### src/rtl/out_bit_deserializer.sv
// Frames a start-bit-led, LSB-first serial stream into DATA_W-bit words on a valid/ready register.
// Define DESER_PARITY_EN to expect an even-parity bit after the data bits.
module out_bit_deserializer #(
  parameter int unsigned DATA_W     = 8,
  parameter int unsigned SAMPLE_DIV = 4
) (
  input  logic              clk,
  input  logic              reset,
  input  logic              din,
  input  logic              enable,
  output logic [DATA_W-1:0] m_data,
  output logic              m_valid,
  input  logic              m_ready,
  output logic              overflow,
  input  logic              clr_ovf,
  output logic              parity_err
);

  localparam int unsigned DivW = (SAMPLE_DIV > 1) ? $clog2(SAMPLE_DIV) : 1;
  localparam int unsigned CntW = $clog2(DATA_W + 1);
  localparam logic [DivW-1:0] DivFull = DivW'(SAMPLE_DIV - 1);
  localparam logic [DivW-1:0] DivHalf = DivW'(SAMPLE_DIV / 2 - 1);
  localparam logic [CntW-1:0] BitLast = CntW'(DATA_W - 1);

  typedef enum logic [2:0] {StIdle, StHunt, StStart, StShift, StParity, StDone} state_e;

  state_e            state_q, state_d;
  logic [DivW-1:0]   div_q, div_d;
  logic [CntW-1:0]   bit_q, bit_d;
  logic [DATA_W-1:0] shift_q, shift_d;
  logic [DATA_W-1:0] m_data_q, m_data_d;
  logic              m_valid_q, m_valid_d;
  logic              overflow_q, overflow_d;
  logic              parity_err_q, parity_err_d;
  logic              din_meta_q, din_s_q, din_prev_q;
  logic              rise, accept, deliver;

  assign rise   = din_s_q & ~din_prev_q;
  assign accept = m_valid_q & m_ready;

  always_comb begin
    state_d      = state_q;
    div_d        = div_q;
    bit_d        = bit_q;
    shift_d      = shift_q;
    m_data_d     = m_data_q;
    m_valid_d    = m_valid_q;
    overflow_d   = overflow_q;
    parity_err_d = 1'b0;
    deliver      = 1'b0;

    if (accept) m_valid_d = 1'b0;
    if (clr_ovf) overflow_d = 1'b0;

    if (state_q != StIdle && !enable) begin
      state_d = StIdle;
    end else begin
      unique case (state_q)
        StIdle: if (enable) state_d = StHunt;
        StHunt: begin
          if (rise) begin
            state_d = StStart;
            div_d   = DivHalf;
          end
        end
        StStart: begin
          if (div_q == '0) begin
            // A start bit that has dropped by mid-bit is a glitch.
            if (din_s_q) begin
              state_d = StShift;
              div_d   = DivFull;
              bit_d   = '0;
            end else begin
              state_d = StHunt;
            end
          end else begin
            div_d = div_q - 1'b1;
          end
        end
        StShift: begin
          if (div_q == '0) begin
            shift_d = DATA_W'({din_s_q, shift_q} >> 1);
            bit_d   = bit_q + 1'b1;
            div_d   = DivFull;
`ifdef DESER_PARITY_EN
            if (bit_q == BitLast) state_d = StParity;
`else
            if (bit_q == BitLast) state_d = StDone;
`endif
          end else begin
            div_d = div_q - 1'b1;
          end
        end
        StParity: begin
`ifdef DESER_PARITY_EN
          if (div_q == '0) begin
            if ((^shift_q) ^ din_s_q) begin
              parity_err_d = 1'b1;
              state_d      = StHunt;
            end else begin
              state_d = StDone;
            end
          end else begin
            div_d = div_q - 1'b1;
          end
`else
          state_d = StHunt;
`endif
        end
        StDone: begin
          deliver = 1'b1;
          state_d = StHunt;
        end
        default: state_d = StIdle;
      endcase
    end

    // Overflow set is applied after clr_ovf so a same-cycle set wins.
    if (deliver) begin
      if (!m_valid_q || accept) begin
        m_data_d  = shift_q;
        m_valid_d = 1'b1;
      end else begin
        overflow_d = 1'b1;
      end
    end
  end

  always_ff @(posedge clk) begin
    if (!reset) begin
      state_q      <= StIdle;
      div_q        <= '0;
      bit_q        <= '0;
      shift_q      <= '0;
      m_data_q     <= '0;
      m_valid_q    <= 1'b0;
      overflow_q   <= 1'b0;
      parity_err_q <= 1'b0;
      din_meta_q   <= 1'b0;
      din_s_q      <= 1'b0;
      din_prev_q   <= 1'b0;
    end else begin
      state_q      <= state_d;
      div_q        <= div_d;
      bit_q        <= bit_d;
      shift_q      <= shift_d;
      m_data_q     <= m_data_d;
      m_valid_q    <= m_valid_d;
      overflow_q   <= overflow_d;
      parity_err_q <= parity_err_d;
      din_meta_q   <= din;
      din_s_q      <= din_meta_q;
      din_prev_q   <= din_s_q;
    end
  end

  assign m_data     = m_data_q;
  assign m_valid    = m_valid_q;
  assign overflow   = overflow_q;
  assign parity_err = parity_err_q;

endmodule
### config.mk
export PLATFORM = sky130hd
export DESIGN_NAME = out_bit_deserializer
export DESIGN_NICKNAME = d
export VERILOG_FILES = /design/src/rtl/out_bit_deserializer.sv
export SDC_FILE = /design/constraint.sdc
export NUM_CORES = 1
export LEC_CHECK = 0
export CORE_UTILIZATION = 40
export DETAILED_ROUTE_END_ITERATION = 10
export SYNTH_ARGS = -nofsm -noshare
export SYNTH_HDL_FRONTEND = slang
export SYNTH_SLANG_ARGS = --single-unit
### constraint.sdc
create_clock -name clk -period 1.47 [get_ports clk]
set_input_delay 0.147 -clock clk [delete_from_list [all_inputs] [get_ports clk]]
set_output_delay 0.147 -clock clk [all_outputs]
set_load 0.02 [all_outputs]
==> flow_metrics.py, run 1 <==
metrics = {
    "cells_and_area": {
        "fillerInstances": 292,
        "drive_above_1_share": 0.157,
        "syn_to_final_growth_pct": 26.6,
        "antennaDiodeCount": 0,
        "nets": 186,
        "instances_no_fill": 222,
    },
    "critical_path": {
        "crit_path_max_fanout": 4,
        "crit_path_start_kind": "flop",
        "rr_startpoint": "bit_q[0]",
        "worst-path-buf-inv": 1,
        "critPathTopFamily": "simple AND/OR/NAND/NOR gates",
        "path_class": "flop to flop",
        "rrSetupSlack_ps": 80,
        "crit_start": "bit_q[0]",
        "critPathRequiredTime_ps": 1750,
        "cp_num_cells": 4,
        "r2r_cells": 4,
        "end_kind": "flop",
        "endpoint": "bit_q[1]",
        "crit_path_cell_trace": "ha_1, inv_1, or4_1, a21oi_1",
        "cpPeakStageDelay_ps": 510,
        "timing.rr.end": "bit_q[1]",
        "arrival_ps": 1660,
        "cp_slowest_cell": "or4_1",
    },
    "min_path": {
        "min_path_type": "input port to flop",
    },
    "timing": {
        "hold_viol": 0,
        "period_share": 0.943,
        "grt_setup_unrepaired": "false",
        "skew_ps": 11.3,
        "holdWs_ps": 375,
        "setup_viol": 0,
        "fmax_mhz": 721,
        "layout_min_cycle_time_ps": 1390,
        "setup_ws_ps": 83.9,
        "finalMaxSlewViolations": 0,
        "fin_tns_setup_ps": 0,
    },
    "clock_network": {
        "clk_pin_slew_ps": 100,
        "htreeDepth": 2,
        "worstSkewPairLatency_ps": 340,
        "cts_tree": "yes",
        "clock-root-buffer": "clkbuf_4",
        "cts_num_sinks": 30,
        "cts_buffer_depth": 2,
        "post_cts_buffers": 0,
        "numCtsBuffers": 5,
    },
    "route": {
        "drtAntennaViolNets": 0,
        "first_pass_iters": 4,
        "num_vias": 1202,
        "wl_um": 3000,
        "drcViolationCount": 0,
        "avgRoutedWirePerCell_um": 13.5,
        "drt_iter0_drc": 58,
        "vias_per_cell": 5.41,
    },
    "place": {
        "dp_hpwl_um": 2100,
        "dpl.cell_count": 214,
        "pre_cts_ws_ps": -83.2,
        "io_buffers": 15,
        "gp_congestion": 0.755,
    },
    "die": {
        "ios": 17,
        "row_count": 20,
        "die_x_um": 59.9,
        "core_um2": 3130,
        "start_util": 0.429,
        "dieArea_um2": 3590,
        "die_height_um": 59.9,
    },
    "synth": {
        "synthArstFlopShare": 0,
        "synth_fp_nets": 165,
        "syn_area_um2": 1340,
        "ys_seq_elements": 30,
        "synth.avg_cell_area_um2": 8.61,
        "ys_types": 37,
        "ys_seq_area_frac": 0.447,
        "synth-edff-count": 0,
        "synth-main-ff-cell": "dfxtp_1",
        "yosys_warnings": 0,
        "netlist_instances": 156,
    },
    "power_and_ir_drop": {
        "power_uw": 1550,
        "powerDensity_nw_per_um2": 914,
        "leakage_uw": 0.000791,
        "peakVddDrop_uv": 558,
    },
    "grt": {
        "antenna_found_initial": 0,
        "gr-total-overflow": 0,
        "track_usage": 0.191,
        "grt_pass1_vias": 1104,
        "grt_start_max_net_pins": 13,
        "grt_pass1_wl_um": 4950,
    },
    "flow_run": {
        "drv_cap": 0,
    },
    "status": {
        "status": "completed",
    },
}
-- state kept, by name, indices dropped and copies added (netlist names) --
signal,count
din_s_q,1
din_meta_q,1
shift_q,8
bit_q,4
m_valid,1
state_q,3
div_q,2
overflow,1
m_data,8
din_prev_q,1
-- timing repair --
action	4_1_cts	5_1_grt
endpoints found under the hold margin	0	0
endpoints found under the setup margin	2	12
hold buffers	0	0
pin swaps	0	1
resized for setup	2	16
-- worst min path at each step --
stage	start	endpoint	slack (ps)	cells after the start
finish	din	din_meta_q	370	2
CTS	din	din_meta_q	380	2
floorplan	din	din_meta_q	270	1
global placement	din_meta_q	din_s_q	420	1
global route	din	din_meta_q	370	2
detailed placement	din_meta_q	din_s_q	420	1
-- layout by cell type, fill, tap and decap left out, types with 3 or more instances in the layout --
| cell type | n |
|---|---|
| nor2_1 | 4 |
| clkbuf_4 | 5 |
| clkdlybuf4s50_1 | 5 |
| dfxtp_1 | 29 |
| nor2b_1 | 3 |
| dlymetal6s2s_1 | 9 |
| nand2_1 | 3 |
| o21ai_0 | 20 |
| a21oi_1 | 23 |
| and3b_1 | 3 |
| buf_4 | 11 |
| and2_1 | 4 |
| nand3_1 | 17 |
| inv_1 | 5 |
-- metal layers --
layer	part of all wire	track usage	vias up	wire (µm)
li1	-	-	602	-
met1	0.46	0.244	558	1380
met2	0.47	0.287	35	1410
met3	0.054	0.0714	7	162
met4	0.016	0.0831	0	47
met5	0	0	-	0
-- report_power, final --
part,leakage [µW],switching (µW),internal [µW]
Combinational,0.000504,42.4,35.0
Sequential,0.000243,7.82,818
Clock,0.0000450,298,352
-- cell type report --
type	instances	area, µm²	area share
Clock buffer	5	37.5	0.0221
Clock inverter	3	40.0	0.0236
Inverter	6	22.5	0.0133
Multi-Input combinational cell	108	688	0.405
Sequential cell	30	602	0.354
Tap cell	44	55.1	0.0324
Timing Repair Buffer	26	254	0.149
-- stage by stage --
step | cell area (µm²) | util
floorplan | 1340 | -
global placement | 1570 | 0.502
detailed placement | 1570 | 0.502
CTS | 1650 | 0.527
global route | 1700 | 0.543
finish | 1700 | 0.543
-- synthesized netlist by cell type (2+ instances only) --
cell	count	area share
buf_2	3	0.011
and3b_1	3	0.020
and4b_1	2	0.015
nand4b_1	2	0.013
a21oi_1	23	0.086
nand3_1	17	0.063
nand3b_1	2	0.011
inv_1	6	0.017
nor2_1	4	0.011
dfxtp_1	30	0.45
nor3b_1	2	0.011
nor2b_1	3	0.014
nand2b_1	2	0.0093
o211ai_1	2	0.011
and2_1	4	0.019
nand2_1	3	0.0084
ha_1	3	0.028
o21ai_0	20	0.075
clkbuf_1	7	0.020
-- kinds of logic (layout without fill, tap and decap cells) --
family / count (synthesis) / in the layout / share of synthesized area
DFF: 30 / 30 / 0.447
buffers and inverters: 18 / 40 / 0.0615
adders and majority gates: 3 / 3 / 0.0280
other: 1 / 1 / 0.00279
AOI/OAI and AO/OA: 51 / 51 / 0.207
and+or+nand+nor: 52 / 52 / 0.246
muxes: 1 / 1 / 0.00746
Power figures use the tool's default switching activity.
==> run 2, diff against run 1 <==
- HOLD_SLACK_MARGIN: unset -> 0.12
==> results of run 2 <==
Same layout as run 1: the final DEF is identical, and so are final timing and power.
==> variant, RTL diff (settings of run 2) <==
Encoding of `state_e`: now one-hot (6 bits for 6 states).
--- a/src/rtl/out_bit_deserializer.sv
+++ b/src/rtl/out_bit_deserializer.sv
@@ -24,3 +24,3 @@
 
-  typedef enum logic [2:0] {StIdle, StHunt, StStart, StShift, StParity, StDone} state_e;
+  typedef enum logic [5:0] {StIdle = 6'b000001, StHunt = 6'b000010, StStart = 6'b000100, StShift = 6'b001000, StParity = 6'b010000, StDone = 6'b100000} state_e;
 
Behaviour: same outputs for any inputs over 10 cycles, from zero or initial values and one cycle with reset low; not proved beyond that.
==> variant against run 2 <==
  * The run now ends with negative setup slack left
  * Worst setup slack lost 0.25 ns
  * Area after synthesis grew 13%
  * Cell count grew 15%
  * Wire length grew 19%
  * Design area grew 29%
  * Sequential cell count grew 2
  * Sequential share of layout area shrank 5.7 points
Power is not compared: it rests on default switching activity, and its combinational part moved more than twofold at a synthesized area within 25%.
==> variant: results (changes against run 2) <==
- In this run the critical register-to-register path is captured at div_q[1]$_SDFFE_PN0P_.
- The mean instance size in the synthesized netlist is 9.86 sq um (+15%).
- The final cell count without fillers is 255 (+15%).
- The met3 track demand over resource in global routing came to 0.0562 (-0.0153).
- The clock latency reported for the late side of the worst-skew pair was 0.28 ns (-0.06 ns).
- The depth of the most critical reg-to-reg path came to 5 (+1).
- The run finished, with violations left.
- The setup TNS after final layout is -2.03 ns (-2.03 ns).
- The via count came to 1274 (+6.0%).
- The peak per-stage delay on the critical path is 0.49 ns (-0.02 ns).
- The total nets after synthesis is 162 (-1.8%).
- The wire length reported by the detailed router came to 3570 um (+19%).
- The xor/xnor share of the synthesized area is 0.00577 (+0.00577).
- The multiplexer share of the synthesized area was 0.132 (+0.124).
- In this run the worst hold path is classified as reg2reg.
- The met2 layer usage reported by global route is 0.344 (+0.0571).
- The number of nets at the end of the flow is 214 (+15%).
- The worst endpoint data arrival time is 1.81 ns (+0.15 ns).
- The complex-gate fraction of the synthesized area was 0.101 (-0.106).
- The placer's final routability congestion estimate came to 0.785 (+3.9%).
- The sum of met2 wire segment lengths after detailed routing is 1870 um (+33%).
- The adder and majority gate portion of the synthesized area is 0.0165 (-0.0115).
- The post-placement worst setup slack is -0.276 ns (-0.193 ns).
- The number of cells traversed by the worst hold path came to 1 (-1).
- The placed cell count was 237 (+11%).
- The clock transition at the registers of the reported paths is 0.07 ns (-0.03 ns).
- The largest net degree at the start of global routing came to 27 (+14).
- For this design, the slowest cell found on the critical path is sky130_fd_sc_hd__or4_4.
- The routed length on met1 is 1480 um (+7.2%).
- The overall track demand over capacity in global routing is 0.191 (-0.000453).
- The number of failing setup endpoints in the final timing report was 24 (+24).
- The checks that failed: negative setup slack.
- The startpoint of the lowest-slack hold path is din_meta_q$_SDFF_PN0_.
- The slack of the critical path is -0.162 ns (-0.246 ns).
- The peak fanout along the critical path came to 6 (+2).
- The worst hold endpoint is din_s_q$_SDFF_PN0_.
- The first-pass GRT wire length is 5930 um (+20%).
- CTS placed an instance of sky130_fd_sc_hd__clkbuf_8 at the clock tree root.
- The number of inserted filler cells in the final layout came to 308 (+5.5%).
- The startpoint identified for the worst register-to-register timing path is state_q[2]$_SDFFE_PP0P_.
- The number of DRC markers after the initial detailed-route iteration is 46 (-21%).
variant: cell count changes after synthesis, sizes merged, moves of 4 or more:
cell,change
mux2i,+19
a21oi,-19
nand2,+4
nand3,-12
o21ai,-20
nor2b,+19
variant: cell type report:
class | count | share of cell area
tap | 48 | 0.0274
timing repair buffer | 55 | 0.221
clock buffer | 6 | 0.0376
inverter | 6 | 0.0103
clock inverter | 2 | 0.00684
multi-input combinational | 106 | 0.400
sequential | 32 | 0.297
variant: repair_timing:
item / in CTS / in global routing
setup buffers: 7 / 4
hold endpoints to repair: 0 / 0
endpoints found under the setup margin: 26 / 26
gates resized for setup: 29 / 13
cloned: 1 / 0
pin swaps: 8 / 7
variant: where the power goes:
group | total [mW] | switching, mW | internal, mW
Clock | 0.701 | 0.323 | 0.378
Sequential | 0.898 | 0.0204 | 0.878
Combinational | 0.215 | 0.0957 | 0.119
Total | 1.81 | 0.439 | 1.38
